File: src/rtl/fetch_pc_unit_pkg.sv
// fetch_pc_unit_pkg: next-PC select codes, branch types and fetch FSM states shared with the decoder
package fetch_pc_unit_pkg;
  localparam logic [1:0] PC_SEL_SEQ  = 2'b00;
  localparam logic [1:0] PC_SEL_JIMM = 2'b01;
  localparam logic [1:0] PC_SEL_JREG = 2'b10;
  localparam logic [2:0] BR_ALWAYS = 3'b000;
  localparam logic [2:0] BR_Z      = 3'b001;
  localparam logic [2:0] BR_NZ     = 3'b010;
  localparam logic [2:0] BR_C      = 3'b011;
  localparam logic [2:0] BR_V      = 3'b100;
  localparam logic [31:0] RESET_PC_DEFAULT = 32'h0000_0000;
  typedef enum logic [1:0] {FETCH_REQ, FETCH_WAIT, ISSUED} state_t;
endpackage

File: src/rtl/branch_cond_eval.sv
// branch_cond_eval: resolves whether a branch is taken from its type and the ALU flags
module branch_cond_eval
  import fetch_pc_unit_pkg::*;
(
  input  logic       br_en,
  input  logic [2:0] br_type,
  input  logic       flag_z,
  input  logic       flag_c,
  input  logic       flag_v,
  output logic       taken
);
  // the ternary keeps an undriven br_type from leaking into taken when br_en is low
  always_comb taken = br_en ? ((br_type == BR_ALWAYS) |
                               ((br_type == BR_Z) & flag_z) |
                               ((br_type == BR_NZ) & ~flag_z) |
                               ((br_type == BR_C) & flag_c) |
                               ((br_type == BR_V) & flag_v)) : 1'b0;
endmodule

File: src/rtl/fetch_pc_unit.sv
// fetch_pc_unit: holds the PC, fetches one word per instruction and selects the next PC on retire
module fetch_pc_unit
  import fetch_pc_unit_pkg::*;
#(
  parameter logic [31:0] RESET_PC = RESET_PC_DEFAULT
) (
  input  logic        clk,
  input  logic        rst_n,
  output logic        imem_req,
  output logic [31:0] imem_addr,
  input  logic        imem_ack,
  input  logic [31:0] imem_rdata,
  output logic [31:0] instr,
  output logic [5:0]  opcode,
  output logic [5:0]  function_val,
  output logic        instr_valid,
  output logic [31:0] pc,
  output logic [31:0] pc_plus4,
  input  logic        retire,
  input  logic [1:0]  pc_sel,
  input  logic        br_en,
  input  logic [2:0]  br_type,
  input  logic        flag_z,
  input  logic        flag_c,
  input  logic        flag_v,
  input  logic [31:0] reg_target,
  output logic        addr_err
);
  state_t state, state_nxt;
  logic fetch_done, fire, taken;
  logic [31:0] br_off, pc_nxt;
  branch_cond_eval u_cond (
    .br_en(br_en), .br_type(br_type), .flag_z(flag_z), .flag_c(flag_c), .flag_v(flag_v), .taken(taken)
  );
  always_ff @(posedge clk or negedge rst_n)
    if (!rst_n) state <= FETCH_REQ;
    else state <= state_nxt;
  always_comb begin
    fetch_done = imem_req & imem_ack & (state != ISSUED);
    fire = (state == ISSUED) & retire;
    state_nxt = fetch_done ? ISSUED : fire ? FETCH_REQ : (state == FETCH_REQ) ? FETCH_WAIT : state;
  end
  always_comb begin
    instr_valid = state == ISSUED;
    imem_addr = pc;
    pc_plus4 = pc + 32'd4;
    opcode = instr[31:26];
    function_val = instr[5:0];
  end
  always_comb begin
    br_off = {{14{instr[15]}}, instr[15:0], 2'b00};
    pc_nxt = (pc_sel == PC_SEL_JIMM) ? {pc_plus4[31:28], instr[25:0], 2'b00} :
             (pc_sel == PC_SEL_JREG) ? {reg_target[31:2], 2'b00} :
             taken ? pc_plus4 + br_off : pc_plus4;
  end
  // imem_req is registered so it rises on the edge that enters FETCH_WAIT and falls on the ack edge
  always_ff @(posedge clk or negedge rst_n)
    if (!rst_n) begin
      pc <= RESET_PC;
      instr <= '0;
      imem_req <= 1'b0;
      addr_err <= 1'b0;
    end else begin
      imem_req <= state_nxt == FETCH_WAIT;
      if (fetch_done) instr <= imem_rdata;
      if (fire) pc <= pc_nxt;
      addr_err <= fire & (pc_sel == PC_SEL_JREG) & (|reg_target[1:0]);
    end
endmodule

File: config.mk
export PLATFORM = sky130hd
export DESIGN_NAME = fetch_pc_unit
export DESIGN_NICKNAME = d
export VERILOG_FILES = /design/src/rtl/fetch_pc_unit_pkg.sv /design/src/rtl/branch_cond_eval.sv /design/src/rtl/fetch_pc_unit.sv
export SDC_FILE = /design/constraint.sdc
export NUM_CORES = 1
export LEC_CHECK = 0
export BUFFER_PORTS_ARGS = -buffer_cell sky130_fd_sc_hd__clkbuf_2
export CORE_MARGIN = 10
export CORE_UTILIZATION = 27
export DETAILED_ROUTE_END_ITERATION = 12
export PLACE_DENSITY = 0.52
export RECOVER_POWER = 100
export SETUP_SLACK_MARGIN = 0.02
export SYNTH_ARGS = -nofsm -noshare
export SYNTH_HDL_FRONTEND = slang
export SYNTH_HIERARCHICAL = 1
export SYNTH_SLANG_ARGS = --single-unit
File: constraint.sdc
create_clock -name clk -period 9.98 [get_ports clk]
set_input_delay 0.998 -clock clk [delete_from_list [all_inputs] [get_ports clk]]
set_output_delay 0.998 -clock clk [all_outputs]
set_load 0.01 [all_outputs]
==> run summary <==
Final RePlAce weighted congestion = 0.921
Total number of clock tree sinks = 66
Headroom to the max-slew limit = -170%
FILL cells = 2529
Adder-cell share of the synthesized area = 7.64%
Area overhead of the layout relative to synthesis = 17.1%
Power Dens Cells = 390 nW/µm²
DP Worst Slack = 5.97 ns
Number of buffers added on ports = 213
Worst-Skew Late Latency = 0.34 ns
Mux share of post-synthesis cell area = 7.72%
Setup-failing EPs final = 0
Total of hold buffers inserted after clock tree synthesis = 0
Antenna diodes = 0
Post-synth ARST share = 100%
Starting Density = 27.3%
Worst min path class = flop to flop
Netlist cell types = 67
Clock tree root buffer cell = sky130_fd_sc_hd__clkbuf_16
Critical Path RT = 10.17 ns
Critical path data arrival time = 5.57 ns
Post-detailed-route DRC marker count = 0
Post-CTS setup buffer count = 0
VDD IR max = 0.168 mV
Total wire length = 25800 µm
Simple-gate share of the synthesized area = 20.1%
Clock buffer count from CTS = 9
Avg Vias per Cell = 5.29
Buf+Inv Stages, Crit Path = 3
Series of cell instances along the critical path = clkbuf_2 > or2_1 > a21oi_1 > o21a_1 > clkbuf_1 > clkinv_1 > or3_1 > mux2i_1 > o311ai_0 > o21ai_0 > o31ai_1
Number of pins with negative max-slew slack in the final report = 140
Count of cells along the worst register-to-register path = 14
Worst setup skew after layout = 0.0106 ns
Synthesis Warnings = 6
FF-to-FF End = imem_addr[24]$_DFFE_PN0P_
Final worst-path cycle share = 53.9%
Core Area = 22600 µm²
Post-synthesis instance area = 6160 µm²
Drt first pass iters = 6
Combinational family with the most area after synthesis = compound AO/OA/AOI/OAI gates
CP Capture Type = flop
Chip Height = 171 µm
Crit path launch type = primary input
Critical-path maximum fanout = 38
Critical Path End = imem_addr[11]$_DFFE_PN0P_
Final antenna-violating net count = 0
Xor and xnor fraction of the mapped netlist area = 6.95%
Initial antenna violation count = 1
Total congestion overflow = 0
TNS Setup = 0 ns
Static leakage = 3.07 nW
Delay of the slowest critical-path stage = 1.52 ns
Hold violation total from the final report = 0
Die boundary width = 171 µm
Resized Gates After CTS = 0
Commonest register cell after synthesis = sky130_fd_sc_hd__dfrtp_1
Violations in the final reports = max-capacitance violations, max-slew violations
Count of vias placed by the detailed router = 6364
Post-synthesis area per instance = 8.06 µm²
Number of global-route vias before repair = 6273
Share of post-route cells with drive strength above 1 = 14.6%
Highest-count cells in the layout ignoring fill and taps = sky130_fd_sc_hd__clkbuf_1 (142), sky130_fd_sc_hd__nand2_1 (97), sky130_fd_sc_hd__clkbuf_2 (75), sky130_fd_sc_hd__dfrtp_1 (66), sky130_fd_sc_hd__a21oi_1 (61)
Maximum Capacitance Violations = 3
Commonest non-fill, non-tap cell in the layout = sky130_fd_sc_hd__clkbuf_1
CTS tree = yes
Reg2reg start = imem_addr[9]$_DFFE_PN0P_
Post-synthesis instance total = 764
CP max stage cell = sky130_fd_sc_hd__clkbuf_1
Clock transition at the registers of the reported paths = 0.06 ns
Gate family responsible for the most delay along the worst path = buffers and inverters
Total I/O pin count = 220
WP depth = 11
Count of flip-flops with a built-in enable after synthesis = 0
Hold depth = 1
Setup slack of the critical path after layout = 4.60 ns
Post-layout nets = 1027
Fmax = 186 MHz
Compound-cell area share of the yosys netlist = 21.5%
Largest net degree at the start of global routing = 67
Seq/Total Area, Yosys = 26.8%
DRC marker count from the first detailed-route iteration = 567
Detailed placer's ending HPWL = 19900 µm
Die outline area = 29200 µm²
Crit. Startpoint = br_type[2]
Flop and latch count out of synthesis = 66
Overall routing resource usage = 17.1%
WS Path Type = primary input to flop
Result of the run = finished with violations
Maximum count of clock buffers along a single path = 2
R2R setup slack = 5.64 ns
CTS H-Tree Depth = 3
Slew at the pin closest to its max-slew limit = 4.05 ns
RSZ-0062 raised after global routing = no
Routed wirelength normalized by instance count = 21.5 µm
Cell row count = 55
First-pass GRT wire length = 38700 µm
Post-layout minimum cycle time = 5.38 ns
==> sequential cells by signal, summed over array words and instances, names as in the netlist <==
signal / count
addr_err: 1
imem_req: 1
imem_addr: 30
instr: 32
state: 2
==> synthesized netlist by cell type (4+ instances only) <==
cell type	instances	area, µm²
sky130_fd_sc_hd__o21a_1	6	45.0
sky130_fd_sc_hd__nand4_1	10	62.6
sky130_fd_sc_hd__o31ai_1	5	37.5
sky130_fd_sc_hd__and4_1	5	43.8
sky130_fd_sc_hd__nand2b_1	4	25.0
sky130_fd_sc_hd__ha_1	36	450
sky130_fd_sc_hd__nor2_1	58	218
sky130_fd_sc_hd__nand3_1	31	155
sky130_fd_sc_hd__clkbuf_1	34	128
sky130_fd_sc_hd__nor3_1	13	65.1
sky130_fd_sc_hd__a21oi_1	61	305
sky130_fd_sc_hd__dfrtp_1	66	1650
sky130_fd_sc_hd__a211oi_1	7	52.6
sky130_fd_sc_hd__inv_1	16	60.1
sky130_fd_sc_hd__xor2_1	14	123
sky130_fd_sc_hd__o221ai_1	5	43.8
sky130_fd_sc_hd__buf_4	48	360
sky130_fd_sc_hd__o21bai_1	8	60.1
sky130_fd_sc_hd__xnor2_1	33	289
sky130_fd_sc_hd__o21ai_0	47	235
sky130_fd_sc_hd__a31oi_1	12	75.1
sky130_fd_sc_hd__a22oi_1	5	37.5
sky130_fd_sc_hd__a311oi_1	4	35.0
sky130_fd_sc_hd__a221oi_1	4	35.0
sky130_fd_sc_hd__o211ai_1	14	105
sky130_fd_sc_hd__and3_1	14	87.6
sky130_fd_sc_hd__mux2_2	35	394
sky130_fd_sc_hd__a21o_1	10	75.1
sky130_fd_sc_hd__mux2i_1	7	70.1
sky130_fd_sc_hd__nand2_1	97	364
==> per-stage QoR <==
stage / hold slack (ns) / utilization, % / cell area (µm²) / std cells / power (mW)
floorplan: 0.404 / - / 6180 / 769 / 1.93
global placement: 0.438 / 31.7 / 7150 / 1187 / 2.55
detailed placement: 0.446 / 31.7 / 7150 / 1187 / 2.53
CTS: 0.454 / 32.9 / 7430 / 1202 / 2.88
global route: 0.489 / 31.9 / 7210 / 1202 / 3.06
finish: 0.451 / 31.9 / 7210 / 1202 / 2.81
==> layout make-up <==
| type | instances | area (µm²) | share of cell area, % |
|---|---|---|---|
| multi-input combinational | 600 | 3930 | 54.4 |
| clock buffer | 12 | 246 | 3.42 |
| clock inverter | 3 | 40.0 | 0.555 |
| tap | 285 | 357 | 4.95 |
| inverter | 18 | 67.6 | 0.937 |
| timing repair buffer | 218 | 923 | 12.8 |
| sequential | 66 | 1650 | 22.9 |
==> routing by layer <==
metal / track usage [%] / vias up / part of all wire, %
met1: 23.2 / 3076 / 45
li1: - / 3028 / -
met4: 4.05 / 0 / 1.4
met2: 27.3 / 234 / 47
met3: 3.20 / 26 / 6.3
met5: 0 / - / 0
==> power breakdown <==
group          switching (mW)  leakage, nW  internal [mW]
Combinational            1.14         2.13          0.712
Clock                   0.132        0.142          0.199
Sequential              0.231        0.796          0.393
Total                    1.51         3.07           1.30
==> how the worst min path moves through the flow <==
stage / start / to / slack [ns]
6_report: state[1]$_DFF_PN0_ / imem_req$_DFF_PN0_ / 0.45
5_1_grt: state[1]$_DFF_PN0_ / imem_req$_DFF_PN0_ / 0.49
4_1_cts: state[1]$_DFF_PN0_ / imem_req$_DFF_PN0_ / 0.45
3_5_place_dp: state[1]$_DFF_PN0_ / imem_req$_DFF_PN0_ / 0.45
3_3_place_gp: state[1]$_DFF_PN0_ / imem_req$_DFF_PN0_ / 0.44
2_1_floorplan: state[1]$_DFF_PN0_ / imem_req$_DFF_PN0_ / 0.40
==> kinds of logic after synthesis <==
kind of cell,Yosys count
AOI/OAI and AO/OA,208
xor gates and xnor gates,48
adders and majority gates,37
buffers and inverters,103
DFF,66
muxes,43
other,1
and+or+nand+nor,258
Note: power is estimated with default switching activity, not from simulation.
